### src/rtl/diff_backprop_pipe.sv
// Elastic pipeline for the backprop bundle, carried from the differentiation stage to weight update.
// Latency: `stages` cycles from accept to out_valid; the payload passes through unmodified.
// Backpressure: valid/ready, empty stages collapse, and in_ready drops only when every stage is full and out_ready=0.
// Optional stall statistics (stall_count / stall_clear) are enabled by DIFF_BACKPROP_PIPE_STALL_STATS_EN.
module diff_backprop_pipe #(
    parameter int size       = 3,
    parameter int data_size  = 16,
    parameter int index_size = 32,
    parameter int stages     = 2
) (
    input  logic                           clk,
    input  logic                           reset,
    input  logic                           flush,
    input  logic                           in_valid,
    output logic                           in_ready,
    input  logic [index_size-1:0]          w_layer_index,
    input  logic [index_size-1:0]          w_row_index,
    input  logic                           backprop_cost,
    input  logic [size*data_size-1:0]      diff_to_all,
    input  logic [size*data_size-1:0]      diff_start,
    input  logic [size*data_size-1:0]      diff_dense,
    input  logic [size*data_size-1:0]      diff_cost,
    input  logic                           is_update,
    input  logic                           is_cost_layer,
    output logic                           out_valid,
    input  logic                           out_ready,
    output logic [index_size-1:0]          w_layer_index_out,
    output logic [index_size-1:0]          w_row_index_out,
    output logic                           backprop_cost_out,
    output logic [size*data_size-1:0]      diff_to_all_out,
    output logic [size*data_size-1:0]      diff_start_out,
    output logic [size*data_size-1:0]      diff_dense_out,
    output logic [size*data_size-1:0]      diff_cost_out,
    output logic                           is_update_out,
    output logic                           is_cost_layer_out,
    output logic [$clog2(stages+1)-1:0]    occupancy
`ifdef DIFF_BACKPROP_PIPE_STALL_STATS_EN
    ,
    input  logic                           stall_clear,
    output logic [31:0]                    stall_count
`endif
);

    localparam int occ_w = $clog2(stages + 1);

    typedef struct packed {
        logic [index_size-1:0]     w_layer_index;
        logic [index_size-1:0]     w_row_index;
        logic                      backprop_cost;
        logic [size*data_size-1:0] diff_to_all;
        logic [size*data_size-1:0] diff_start;
        logic [size*data_size-1:0] diff_dense;
        logic [size*data_size-1:0] diff_cost;
        logic                      is_update;
        logic                      is_cost_layer;
    } bundle_t;

    bundle_t            in_bundle;
    bundle_t            data_q   [stages];
    bundle_t            pred_dat [stages];
    logic [stages-1:0]  valid_q;
    logic [stages-1:0]  valid_d;
    logic [stages-1:0]  pred_vld;
    logic [stages-1:0]  adv;
    logic [occ_w-1:0]   occ_d;

    assign in_bundle = '{w_layer_index: w_layer_index, w_row_index: w_row_index,
                         backprop_cost: backprop_cost, diff_to_all: diff_to_all,
                         diff_start: diff_start, diff_dense: diff_dense,
                         diff_cost: diff_cost, is_update: is_update,
                         is_cost_layer: is_cost_layer};

    // Advance enables, resolved from the output stage back towards the input so bubbles always fill.
    always_comb begin
        adv = '0;
        adv[stages-1] = out_ready || !valid_q[stages-1];
        for (int i = stages - 2; i >= 0; i--) begin
            adv[i] = !valid_q[i] || !valid_q[i+1] || adv[i+1];
        end
    end

    // Predecessor view of each stage: the input port feeds stage 0, stage i-1 feeds stage i.
    always_comb begin
        pred_vld    = '0;
        pred_vld[0] = in_valid;
        pred_dat[0] = in_bundle;
        for (int i = 1; i < stages; i++) begin
            pred_vld[i] = valid_q[i-1];
            pred_dat[i] = data_q[i-1];
        end
    end

    // Next valid bits and the count of valid stages after the edge; flush empties every stage.
    always_comb begin
        valid_d = valid_q;
        occ_d   = '0;
        for (int i = 0; i < stages; i++) begin
            if (flush) begin
                valid_d[i] = 1'b0;
            end else if (adv[i]) begin
                valid_d[i] = pred_vld[i];
            end
            occ_d = occ_d + occ_w'(valid_d[i]);
        end
    end

    // Stage registers: data loads only for a valid incoming beat and is left untouched by flush.
    always_ff @(posedge clk or posedge reset) begin
        if (reset) begin
            valid_q   <= '0;
            occupancy <= '0;
            for (int i = 0; i < stages; i++) begin
                data_q[i] <= '0;
            end
        end else begin
            valid_q   <= valid_d;
            occupancy <= occ_d;
            for (int i = 0; i < stages; i++) begin
                if (!flush && adv[i] && pred_vld[i]) begin
                    data_q[i] <= pred_dat[i];
                end
            end
        end
    end

    assign in_ready          = adv[0] && !flush && !reset;
    assign out_valid         = valid_q[stages-1];
    assign w_layer_index_out = data_q[stages-1].w_layer_index;
    assign w_row_index_out   = data_q[stages-1].w_row_index;
    assign backprop_cost_out = data_q[stages-1].backprop_cost;
    assign diff_to_all_out   = data_q[stages-1].diff_to_all;
    assign diff_start_out    = data_q[stages-1].diff_start;
    assign diff_dense_out    = data_q[stages-1].diff_dense;
    assign diff_cost_out     = data_q[stages-1].diff_cost;
    assign is_update_out     = data_q[stages-1].is_update;
    assign is_cost_layer_out = data_q[stages-1].is_cost_layer;

`ifdef DIFF_BACKPROP_PIPE_STALL_STATS_EN
    // Saturating count of output stall cycles; clear takes precedence over increment, flush does not clear.
    always_ff @(posedge clk or posedge reset) begin
        if (reset) begin
            stall_count <= '0;
        end else if (stall_clear) begin
            stall_count <= '0;
        end else if (out_valid && !out_ready && stall_count != 32'hFFFF_FFFF) begin
            stall_count <= stall_count + 32'd1;
        end
    end
`endif

endmodule

### config.mk
export PLATFORM = sky130hd
export DESIGN_NAME = diff_backprop_pipe
export DESIGN_NICKNAME = d
export VERILOG_FILES = /design/src/rtl/diff_backprop_pipe.sv
export SDC_FILE = /design/constraint.sdc
export NUM_CORES = 1
export LEC_CHECK = 0
export BUFFER_PORTS_ARGS = -buffer_cell sky130_fd_sc_hd__buf_2
export CORE_AREA = 2 2 203 205
export CTS_BUF_LIST = sky130_fd_sc_hd__clkbuf_8
export CTS_CLUSTER_DIAMETER = 150
export DETAILED_ROUTE_END_ITERATION = 10
export DIE_AREA = 0 0 205 207
export PLACE_DENSITY = 0.79
export SYNTH_ARGS = -nofsm -noshare
export SYNTH_HDL_FRONTEND = slang
export SYNTH_SLANG_ARGS = --single-unit
### constraint.sdc
create_clock -name clk -period 33.8 [get_ports clk]
set_input_delay 3.38 -clock clk [delete_from_list [all_inputs] [get_ports clk]]
set_output_delay 3.38 -clock clk [all_outputs]
set_load 0.1 [all_outputs]
# Word level (Yosys, flattened, before mapping)
# Index checks and enable logic that the tools add are counted.
# totals
regBits	522
output_inout_bits	263
word_cells	37
# op_classes
add_sub_neg	1
muxes	4
reduce_logical	12
# op_table
cell	n
$logic_and 1x1->1	5
$logic_not 1->1	4
$mux 1	4
$logic_or 1x1->1	3
$add 1x1->2	1

# Depth between registers and ports, before layout
# Gate-level depths: netlist of run 1.
# depth
word_depth	6
depth_mapped	5

# Least setup slack after synthesis of run 1
# Ideal clock, no wire load.
# synth_timing
path_type	input to output
from	input port out_ready
to	output port in_ready
arrival_ns	5.606
required_ns	30.420
path_slack_ns	24.814
path_stages	2
cell_sequence	and3b_1 -> nor3_1
# synth_via
elab_chain_cells	4
# synth_lines
element	line	source
start, declared	26	input logic out_ready,
$logic_or 1x1->1	76	adv[stages-1] = out_ready || !valid_q[stages-1];
$logic_or 1x1->1	78	adv[i] = !valid_q[i] || !valid_q[i+1] || adv[i+1];
$logic_and 1x1->1 (2 in a row)	126	assign in_ready = adv[0] && !flush && !reset;
end, declared	15	output logic in_ready,
# Every way passes these cells.

# Worst setup path in the final report of run 1
# Ends and elaborated chain as after synthesis.

==> out/qor.csv, run 1 <==
stage,metric,value,unit
cells_and_area,synthesis-to-finish area growth,13.4,%
clocking,clock slew at reported path FFs,0.06,ns
clocking,post-CTS setup buffers,0,
worst_setup_path,R2R Path End,data_q[351],
worst_setup_path,Worst Setup EP,in_ready,
power,Leakage,11.5,nW
timing,Slew HR,24.6,%
synthesis,number of synthesized register bits,522,
synthesis,Syn Nets,1628,
placement,Post-Place Worst Slack,26.17,ns
synthesis,Ys Warns,0,
timing,fmax,131,MHz
clocking,Root Buffer,clkbuf_8,
cells_and_area,share of post-route cells with drive strength above 1,67.6,%
timing,Setup Skew,0.0223,ns
global_route,first-pass GRT wire length,66800,um
worst_setup_path,Top delay family on crit path,buffers and inverters,
route,Routed Antenna Nets,0,
worst_setup_path,Worst Path Buf+Inv,2,
flow_run,max cap viols,0,
worst_setup_path,Most common cell on crit path,buf_2,
clocking,post_cts resized,0,
power,Psw,1.15,mW
worst_setup_path,CP max stage delay,0.45,ns
worst_setup_path,CP endpoint kind,output pin,
placement,Post-DP HPWL,29200,um
route,DR pass1 iterations,4,
worst_setup_path,Worst Path Required,30.42,ns
cells_and_area,area of the multi-input gates,5900,um^2
global_route,gr usage total,20.1,%
worst_setup_path,r2r startpoint,valid_q[0],
placement,Buffers on Ports,526,
timing,Tmin final,7.63,ns
route,# DRC,0,
power,Sw Ratio,48.1,%
power,VDD IR max,0.0000601,V
timing,Fin Setup TNS,0,ns
clocking,CTS tree,done,
clocking,# H-tree levels,3,
clocking,Num CTS Buffers,84,
route,WL final,42500,um
timing,setup ws final,26.17,ns
worst_setup_path,worst path arrival time,4.25,ns
floorplan,Core ar.,40400,um^2
global_route,vias in the first global route,12600,
synthesis,Yosys cell types,14,
global_route,initial antenna violation count,14,
timing,worst slew pin tran,1.13,ns
clocking,Hold Buf Count CTS,0,
worst_setup_path,CP max-delay cell,buf_2,
route,vias,11300,
power,Pint,1.24,mW
floorplan,# rows,74,
timing,Slew Limit Fails,0,
min_path,Hold Crit Class,reg -> reg,
timing,final count of negative-setup-slack endpoints,0,
power,pwr dens,99.5,nW/um^2
global_route,largest net degree at the start of global routing,184,
cells_and_area,storage element area,13100,um^2
timing,hold slack,0.484,ns
cells_and_area,fin nets,1940,
route,Routed wire per std cell,18.7,um
timing,final hold vios,0,
floorplan,initial core utilization,52.6,%
cells_and_area,"non-filler cells, final",2276,
route,vias per cell,4.98,
worst_setup_path,WS Path Type,in -> out,
synthesis,Cells after Synth,1363,
synthesis,"Seq/Total Area, Yosys",61.6,%
timing,RSZ-0062 raised after global routing,no,
clocking,CTS Buffer Depth,3,
global_route,grt ovf,0,
power,clock power share,21.8,%
worst_setup_path,Reg2Reg Setup Slack,30.14,ns
floorplan,boundary pin count,527,
floorplan,die width,205,um
synthesis,Synth Area per Inst,15.6,um^2
placement,Placer Congestion,0.810,
placement,dpl cells,2121,
status,outcome,"complete, no violations",
synthesis,Post-Syn Area,21200,um^2
worst_setup_path,Max Fanout on Critical Path,3,
cells_and_area,Filler Cell Count,3080,
clocking,clock insertion delay at the later pin of the skew report,0.62,ns
route,initial drt markers,443,
floorplan,Die Ht,207,um
power,Gate power share,43.1,%
clocking,Num Clock Sinks,522,
worst_setup_path,R2R cell count,6,
worst_setup_path,startpoint types,input pin,
worst_setup_path,CP Launch Point,out_ready,
timing,fin crit share,22.6,%
power,Flop pwr share,35.1,%
worst_setup_path,number of cells on the critical path,4,
worst_setup_path,"Critical Path, Cell by Cell",buf_2 > and3b_1 > nor3_1 > buf_2,
floorplan,die area,42400,um^2
[layout by cell type, fill, tap and decap left out, types with 2 or more instances in the layout]
cell type | netlist | layout
inv_1 | 2 | 32
clkbuf_8 | 0 | 108
nor2_1 | 2 | 2
mux2_2 | 518 | 518
inv_6 | 0 | 3
dfrtp_1 | 522 | 522
buf_4 | 277 | 11
clkinv_2 | 0 | 3
clkinvlp_4 | 0 | 2
diode_2 | 0 | 8
buf_2 | 29 | 526
[synthesized netlist by cell type (all sizes together)]
cell | count | area share [%]
nor3b | 1 | 0.059
nor2 | 2 | 0.035
inv | 2 | 0.035
nand2b | 1 | 0.030
mux2 | 518 | 27
and3b | 1 | 0.041
nand3b | 1 | 0.035
buf | 306 | 10
a21oi | 1 | 0.024
nor3 | 1 | 0.024
ha | 1 | 0.059
clkbuf | 6 | 0.11
dfrtp | 522 | 62
[power by group through the flow]
stage / logic, mW / registers (mW) / clock network, mW
after CTS: 1.04 / 0.841 / 0.539
after floorplan: 1.01 / 0.840 / 0
after global routing: 1.06 / 0.859 / 0.569
final: 1.03 / 0.840 / 0.522
after global placement: 1.02 / 0.840 / 0
after detailed placement: 1.04 / 0.850 / 0
[routing by layer]
layer  wire length [um]  up-vias  GRT usage, %
met4               1430       14          9.38
li1                   -     5071             -
met3               3890      103          7.71
met2              21200      394          33.3
met5                 96        -             0
met1              15900     5754          22.8
[state kept, by name (all words and copies together) (netlist names)]
signal             count
data_q               259
diff_cost_out         48
diff_dense_out        48
diff_start_out        48
diff_to_all_out       48
w_layer_index_out     32
w_row_index_out       32
occupancy              2
valid_q                2
backprop_cost_out      1
is_cost_layer_out      1
is_update_out          1
[how the worst min path moves through the flow]
stage                     depth (start not counted)              start                  to
after floorplan                                   1        data_q[261]         data_q[261]
after global placement                            1        data_q[290]   diff_cost_out[29]
after detailed placement                          1  diff_start_out[7]   diff_start_out[7]
after CTS                                         1        data_q[322]  diff_dense_out[13]
after global routing                              1        data_q[327]  diff_dense_out[18]
final                                             1        data_q[322]  diff_dense_out[13]
[metrics by stage]
stage	power, mW	area (um^2)	utilization (%)
finish	2.39	24100	59.6
global route	2.49	24100	59.6
CTS	2.42	24000	59.6
detailed placement	1.89	22400	55.4
global placement	1.86	22400	55.4
floorplan	1.85	21200	-
[cells by family (layout without fill, tap and decap cells)]
| logic type | after synthesis | in the layout | synth area share, % |
|---|---|---|---|
| other cells | 0 | 8 | 0 |
| mux | 518 | 518 | 27.5 |
| flops | 522 | 522 | 61.6 |
| simple gates | 7 | 7 | 0.224 |
| compound gates | 1 | 1 | 0.0236 |
| fa+ha+maj | 1 | 1 | 0.0590 |
| buf+inv | 314 | 687 | 10.6 |
[area by class of cell]
type                    instances  area share, %
flip-flops and latches        522           54.3
multi-input cells             527           24.5
repair buffers                538           11.4
clock buffers                 108           6.18
well taps                     532           2.77
clock inverters                39          0.718
diodes                          8         0.0832
inverters                       2         0.0624
Power figures use the tool's default switching activity.
==> inputs of run 2 (changes only) <==
==> config.mk (replaced) <==
export PLATFORM = sky130hd
export DESIGN_NAME = diff_backprop_pipe
export DESIGN_NICKNAME = d
export VERILOG_FILES = /design/src/rtl/diff_backprop_pipe.sv
export SDC_FILE = /design/constraint.sdc
export NUM_CORES = 1
export LEC_CHECK = 0
export ABC_AREA = 1
export BUFFER_PORTS_ARGS = -buffer_cell sky130_fd_sc_hd__buf_2
export CORE_MARGIN = 2
export CORE_UTILIZATION = 56
export CTS_BUF_LIST = sky130_fd_sc_hd__clkbuf_8
export CTS_CLUSTER_DIAMETER = 150
export DETAILED_ROUTE_END_ITERATION = 10
export PLACE_DENSITY = 0.83
export SYNTH_ARGS = -nofsm -noshare
export SYNTH_HDL_FRONTEND = slang
export SYNTH_SLANG_ARGS = --single-unit
==> constraint.sdc (replaced) <==
create_clock -name clk -period 7.58 [get_ports clk]
set_input_delay 0.758 -clock clk [delete_from_list [all_inputs] [get_ports clk]]
set_output_delay 0.758 -clock clk [all_outputs]
set_load 0.1 [all_outputs]
==> run 2 against run 1 <==
Compared with the run above: sequential share of layout area shrank 2.4 points; synthesized cell count grew 85%; setup slack lost 21 ns; critical path type is now reg -> reg; clock power grew to 4.6 times the previous value; largest power group is now sequential cells; sequential power grew to 4.2 times the previous value; power grew to 3.8 times the previous value.
==> out/qor.csv, run 2 <==
stage,metric,value,unit,change
floorplan,boundary pin count,527,,unchanged
worst_setup_path,CP Launch Point,valid_q[0],,
synthesis,top_reg_cell synth,dfrtp_1,,
synthesis,Yosys cell types,16,,+2
route,# DRC,0,,unchanged
power,pwr dens,365,nW/um^2,+270%
synthesis,number of synthesized register bits,522,,unchanged
floorplan,die area,42200,um^2,-0.66%
cells_and_area,fin nets,2984,,+54%
cells_and_area,"non-filler cells, final",3317,,+46%
synthesis,post-synth top area cell,dfrtp_1,,
timing,Fin Setup TNS,0,ns,unchanged
worst_setup_path,r2r startpoint,valid_q[0],,
floorplan,# rows,73,,-1.4%
timing,final hold vios,0,,unchanged
placement,dpl cells,3157,,+49%
synthesis,synth cell count leaders,"780 x nand2_1, 522 x dfrtp_1, 281 x buf_4",,
synthesis,"Seq/Total Area, Yosys",57.6,%,-4.0 points
power,Leakage,14.1,nW,+22%
global_route,first-pass GRT wire length,89000,um,+33%
status,outcome,"complete, no violations",,
route,vias,17600,,+56%
cells_and_area,"commonest non-fill, non-tap cell in the layout",nand2_1,,
synthesis,Syn Nets,2783,,+71%
worst_setup_path,worst path arrival time,3.42,ns,-0.83 ns
synthesis,Post-Syn Area,22700,um^2,+7.0%
synthesis,Cells after Synth,2518,,+85%
cells_and_area,synthesis-to-finish area growth,10.9,%,
cells_and_area,share of post-route cells with drive strength above 1,23.9,%,-44 points
global_route,grt ovf,0,,unchanged
synthesis,area share of the largest cell type after synthesis,57.6,%,-4.0 points
timing,fmax,350,MHz,
route,Routed Antenna Nets,0,,unchanged
clocking,CTS tree,done,,
timing,RSZ-0062 raised after global routing,no,,
global_route,initial antenna violation count,15,,+1
worst_setup_path,Max Fanout on Critical Path,89,,+86
synthesis,Ys Warns,0,,unchanged
clocking,CTS Buffer Depth,3,,unchanged
worst_setup_path,startpoint types,flop,,
route,DR pass1 iterations,5,,+1
power,VDD IR max,0.000317,V,+430%
synthesis,Synth Area per Inst,9.01,um^2,-42%
clocking,clock insertion delay at the later pin of the skew report,0.65,ns,+0.03 ns
global_route,vias in the first global route,17200,,+37%
route,WL final,57000,um,+34%
timing,fin crit share,37.7,%,
clocking,Root Buffer,clkbuf_8,,
global_route,gr usage total,26.7,%,+6.7 points
synthesis,Post-synth EDFFs,0,,unchanged
clocking,post_cts resized,0,,unchanged
timing,Slew Limit Fails,0,,unchanged
clocking,# H-tree levels,3,,unchanged
cells_and_area,most flop-heavy register,data_q,,
synthesis,post-synthesis async set-or-reset flop share,100,%,unchanged
clocking,Num CTS Buffers,85,,+1.2%
placement,Post-DP HPWL,36200,um,+24%
worst_setup_path,Worst Path Required,8.14,ns,-22.28 ns
floorplan,Die Ht,205,um,-0.81%
placement,Buffers on Ports,526,,unchanged
cells_and_area,most frequent cells in the layout,"780 x nand2_1, 525 x buf_2, 522 x dfrtp_1",,
floorplan,die width,205,um,+0.15%
min_path,Hold Crit Class,in -> async,,
flow_run,max cap viols,0,,unchanged
timing,Slew HR,21.4,%,-3.2 points
route,Routed wire per std cell,17.2,um,-7.9%
timing,Setup Skew,0.0171,ns,-0.00526 ns
synthesis,most common cell in the netlist,nand2_1,,
worst_setup_path,WS Path Type,reg -> reg,,
cells_and_area,Largest register FFs,259,,unchanged
route,vias per cell,5.31,,+6.7%
timing,worst slew pin tran,1.18,ns,+0.0480 ns
timing,Tmin final,2.86,ns,
synthesis,Synth area leaders,"dfrtp_1 58%, nand2_1 13%, buf_4 9.3%, nand4_1 7.1%, inv_1 4.3%",,
worst_setup_path,CP endpoint kind,flop,,
floorplan,initial core utilization,57.0,%,+4.4 points
clocking,Num Clock Sinks,522,,unchanged
timing,final count of negative-setup-slack endpoints,0,,unchanged
clocking,post-CTS setup buffers,0,,unchanged
route,initial drt markers,1292,,+190%
floorplan,Core ar.,39800,um^2,-1.4%
global_route,largest net degree at the start of global routing,257,,+40%
clocking,Hold Buf Count CTS,0,,unchanged
clocking,clock slew at reported path FFs,0.06,ns,about the same
placement,Placer Congestion,0.907,,+12%
## run 2: cell type report
type	count	area, um^2
antenna	11	27.5
clock buffer	104	1430
clock inverter	45	249
fill	3195	14700
inverter	263	998
multi-input combinational	1305	5920
sequential	522	13100
tap	525	657
timing repair buffer	542	2810
## run 2: critical path: stages (launching register included)
cell	delay (ns)
dfrtp_1	0.46
nand3_4	0.14
buf_4	0.70
buf_4	0.84
nand4_1	0.32
nand2_1	0.17
## run 2: metal layers
metal / global-route usage [%] / vias up / part of all wire (%)
met3: 6.83 / 195 / 7.6
li1: - / 8197 / -
met2: 42.4 / 800 / 48
met1: 33.1 / 8427 / 39
met4: 16.2 / 10 / 5.5
met5: 0 / - / 0.11
## run 2: logic make-up (layout without fill, tap and decap cells)
| logic type | after synthesis | in the layout | synth area share (%) |
|---|---|---|---|
| buffers and inverters | 691 | 954 | 16.5 |
| other | 0 | 11 | 0 |
| adders and majority gates | 1 | 1 | 0.0551 |
| and+or+nand+nor | 1043 | 1043 | 20.1 |
| DFF | 522 | 522 | 57.6 |
| AOI/OAI and AO/OA | 261 | 261 | 5.76 |
## run 2: worst paths after layout
check / slack [ns] / cells after the start / to
worst max register to register: 4.72 / 5 / data_q[341]
max in group asynchronous: 5.59 / 4 / data_q[301]
worst min register to register: 0.47 / 2 / data_q[305]
worst max-delay path: 4.72 / 5 / data_q[341]
min in group clk: 0.36 / 3 / data_q[414]
worst min-delay path: 0.33 / 3 / valid_q[1]
## run 2: report_power, final
group	total, mW	internal, mW	switching (mW)
Combinational	3.24	0.468	2.77
Clock	2.41	1.30	1.11
Sequential	3.54	3.26	0.280
Total	9.18	5.03	4.16
## run 2: through the flow
| stage | hold slack [ns] | setup WS, ns | power, mW | utilization, % | instance area (um^2) |
|---|---|---|---|---|---|
| 2_1_floorplan | 0.442 | -0.270 | 6.62 | - | 22700 |
| 3_3_place_gp | 0.453 | 4.43 | 6.74 | 58.9 | 23500 |
| 3_5_place_dp | 0.458 | 4.35 | 6.81 | 58.9 | 23500 |
| 4_1_cts | 0.307 | 4.77 | 9.23 | 63.1 | 25100 |
| 5_1_grt | 0.324 | 4.62 | 9.56 | 63.2 | 25200 |
| 6_report | 0.334 | 4.72 | 9.18 | 63.2 | 25200 |
==> inputs of run 3 (changes only) <==
==> constraint.sdc (replaced) <==
create_clock -name clk -period 2.7 [get_ports clk]
set_input_delay 0.27 -clock clk [delete_from_list [all_inputs] [get_ports clk]]
set_output_delay 0.27 -clock clk [all_outputs]
set_load 0.1 [all_outputs]
==> run 3 against run 2 <==
Compared with the run above: the run now ends with design-rule violations left; hold slack got worse by 0.22 ns; non-clock buffer count rose by 294; critical path depth stayed put; count of clock-buffer cells in the layout is 3 higher; wire length up 27%; power grew to 2.9 times the previous value; critical path type is now reg -> out; highest routed layer unchanged.
==> out/qor.csv, run 3 (synthesized netlist as in run 2, its figures left out) <==
stage,metric,value,unit,change
clocking,clock slew at reported path FFs,0.07,ns,about the same
cells_and_area,Largest register FFs,259,,unchanged
min_path,Hold Crit Depth,3,,
floorplan,die width,205,um,unchanged
floorplan,Core ar.,39800,um^2,unchanged
timing,fmax,398,MHz,
floorplan,die area,42200,um^2,unchanged
worst_setup_path,Max Fanout on Critical Path,65,,-27%
timing,setup ws final,0.190,ns,-4.53 ns
power,Sw Ratio,46.0,%,+0.76 points
clocking,CTS tree,done,,
power,Leakage,15.4,nW,+9.7%
route,initial drt markers,2390,,+85%
timing,Tmin final,2.51,ns,
cells_and_area,most flop-heavy register,data_q,,
route,vias,20400,,+16%
status,violated checks,design-rule violations,,
clocking,post-CTS setup buffers,0,,unchanged
floorplan,# rows,73,,unchanged
power,Pwr Total,26.8,mW,+190%
worst_setup_path,Worst Path Required,2.43,ns,-5.71 ns
cells_and_area,synthesis-to-finish area growth,24.6,%,
floorplan,initial core utilization,57.0,%,unchanged
timing,RSZ-0062 raised after global routing,no,,
floorplan,Die Ht,205,um,unchanged
power,clock power share,26.0,%,-0.3 points
cells_and_area,most frequent cells in the layout,"780 x nand2_1, 525 x buf_2, 522 x dfrtp_1",,
floorplan,boundary pin count,527,,unchanged
power,Psw,12.3,mW,+200%
clocking,# H-tree levels,3,,unchanged
worst_setup_path,worst path arrival time,2.24,ns,-1.18 ns
worst_setup_path,CP endpoint kind,output pin,,
cells_and_area,Finished Cell Area,28300,um^2,+12%
route,vias per cell,5.66,,+6.6%
power,VDD IR max,0.000754,V,+140%
cells_and_area,share of post-route cells with drive strength above 1,22.8,%,-1.1 points
worst_setup_path,R2R cell count,5,,unchanged
global_route,vias in the first global route,20600,,+20%
power,Flop pwr share,37.3,%,-1.2 points
placement,dpl cell area,23900,um^2,+1.9%
timing,Setup Skew,0.0266,ns,+0.00955 ns
timing,Slew HR,14.4,%,-6.9 points
worst_setup_path,"Critical Path, Cell by Cell",nand3_4 > buf_16 > nand2_1 > nor2_2 > buf_2,,
global_route,grt ovf,0,,unchanged
status,outcome,"finished, violations left",,
worst_setup_path,CP max stage delay,0.45,ns,-0.39 ns
route,Routed Antenna Nets,0,,unchanged
clocking,Num CTS Buffers,84,,-1.2%
clocking,Num Clock Sinks,522,,unchanged
global_route,gr usage total,34.0,%,+7.3 points
global_route,first-pass GRT wire length,111000,um,+25%
timing,final hold vios,0,,unchanged
route,WL final,72600,um,+27%
placement,Buffers on Ports,526,,unchanged
timing,worst slew pin tran,1.28,ns,+0.104 ns
min_path,Hold Crit Class,in -> reg,,
placement,Post-DP HPWL,37300,um,+2.8%
worst_setup_path,startpoint types,flop,,
route,# DRC,1,,+1
clocking,CTS Buffer Depth,3,,unchanged
timing,fin crit share,93.0,%,
route,Routed wire per std cell,20.1,um,+17%
worst_setup_path,WS Path Type,reg -> out,,
placement,Post-Place Worst Slack,0.581,ns,-3.77 ns
power,Gate power share,36.7,%,+1.5 points
cells_and_area,"commonest non-fill, non-tap cell in the layout",nand2_1,,
global_route,largest net degree at the start of global routing,242,,-5.8%
placement,Placer Congestion,0.890,,-1.9%
clocking,clock insertion delay at the later pin of the skew report,0.65,ns,about the same
clocking,Root Buffer,clkbuf_8,,
cells_and_area,Filler Cell Count,2437,,-24%
global_route,initial antenna violation count,2,,-13
timing,final count of negative-setup-slack endpoints,0,,unchanged
power,Pint,14.4,mW,+190%
route,DR pass1 iterations,9,,+4
cells_and_area,fin nets,3277,,+9.8%
power,pwr dens,947,nW/um^2,+160%
flow_run,max cap viols,0,,unchanged
timing,Slew Limit Fails,0,,unchanged
worst_setup_path,CP max-delay cell,dfrtp_1,,
==> run 3: final timing paths <==
path,from,end,slack (ns)
setup reg to reg,valid_q[0],data_q[361],0.29
hold reg to reg,data_q[347],data_q[347],0.47
hold / removal,in_valid,data_q[472],0.11
setup / recovery,valid_q[0],in_ready,0.19
max in group asynchronous,reset,w_layer_index_out[17],1.42
min in group asynchronous,reset,data_q[426],0.28
==> run 3: per-layer routing <==
metal	vias up	wire length, um	global-route usage [%]
li1	8760	-	-
met4	2	5320	22.0
met1	9639	25300	39.8
met2	1586	34700	55.5
met5	-	13	0
met3	434	7230	9.12
==> run 3: power by group through the flow <==
| stage | sequential (mW) | combinational, mW | clock, mW |
|---|---|---|---|
| detailed placement | 9.97 | 9.23 | 0 |
| global route | 10.1 | 10.2 | 7.40 |
| global placement | 9.91 | 9.10 | 0 |
| finish | 9.97 | 9.82 | 6.97 |
| CTS | 9.86 | 9.55 | 6.95 |
| floorplan | 9.89 | 8.71 | 0 |
==> run 3: final cells by class <==
type / count / area (um^2) / area share [%]
Tap cell: 525 / 657 / 2.32
Timing Repair Buffer: 836 / 5900 / 20.9
Sequential cell: 522 / 13100 / 46.2
Clock buffer: 107 / 1470 / 5.21
Multi-Input combinational cell: 1305 / 5930 / 21.0
Inverter: 263 / 998 / 3.53
Clock inverter: 46 / 249 / 0.881
Antenna cell: 2 / 5.00 / 0.0177
==> run 3: worst max-delay path: cells and delay by family (launching register included) <==
kind / cells / cell delay, ns
buf+inv: 2 / 0.71
flops: 1 / 0.45
simple gates: 3 / 0.40
==> run 3: stage by stage <==
step	setup TNS, ns	hold WS, ns	util [%]	cells
2_1_floorplan	-2433.67	0.348	-	2518
3_3_place_gp	0	0.406	60.0	3188
3_5_place_dp	0	0.406	60.0	3188
4_1_cts	0	0.0633	70.9	3603
5_1_grt	0	0.120	71.0	3605
6_report	0	0.115	71.0	3606
==> run 3: what timing repair did <==
| item | in CTS | in global routing |
|---|---|---|
| hold endpoints to repair | 274 | 0 |
| hold buffers | 262 | 0 |
| resized for setup | 0 | 1 |
| endpoints found under the setup margin | 0 | 1 |
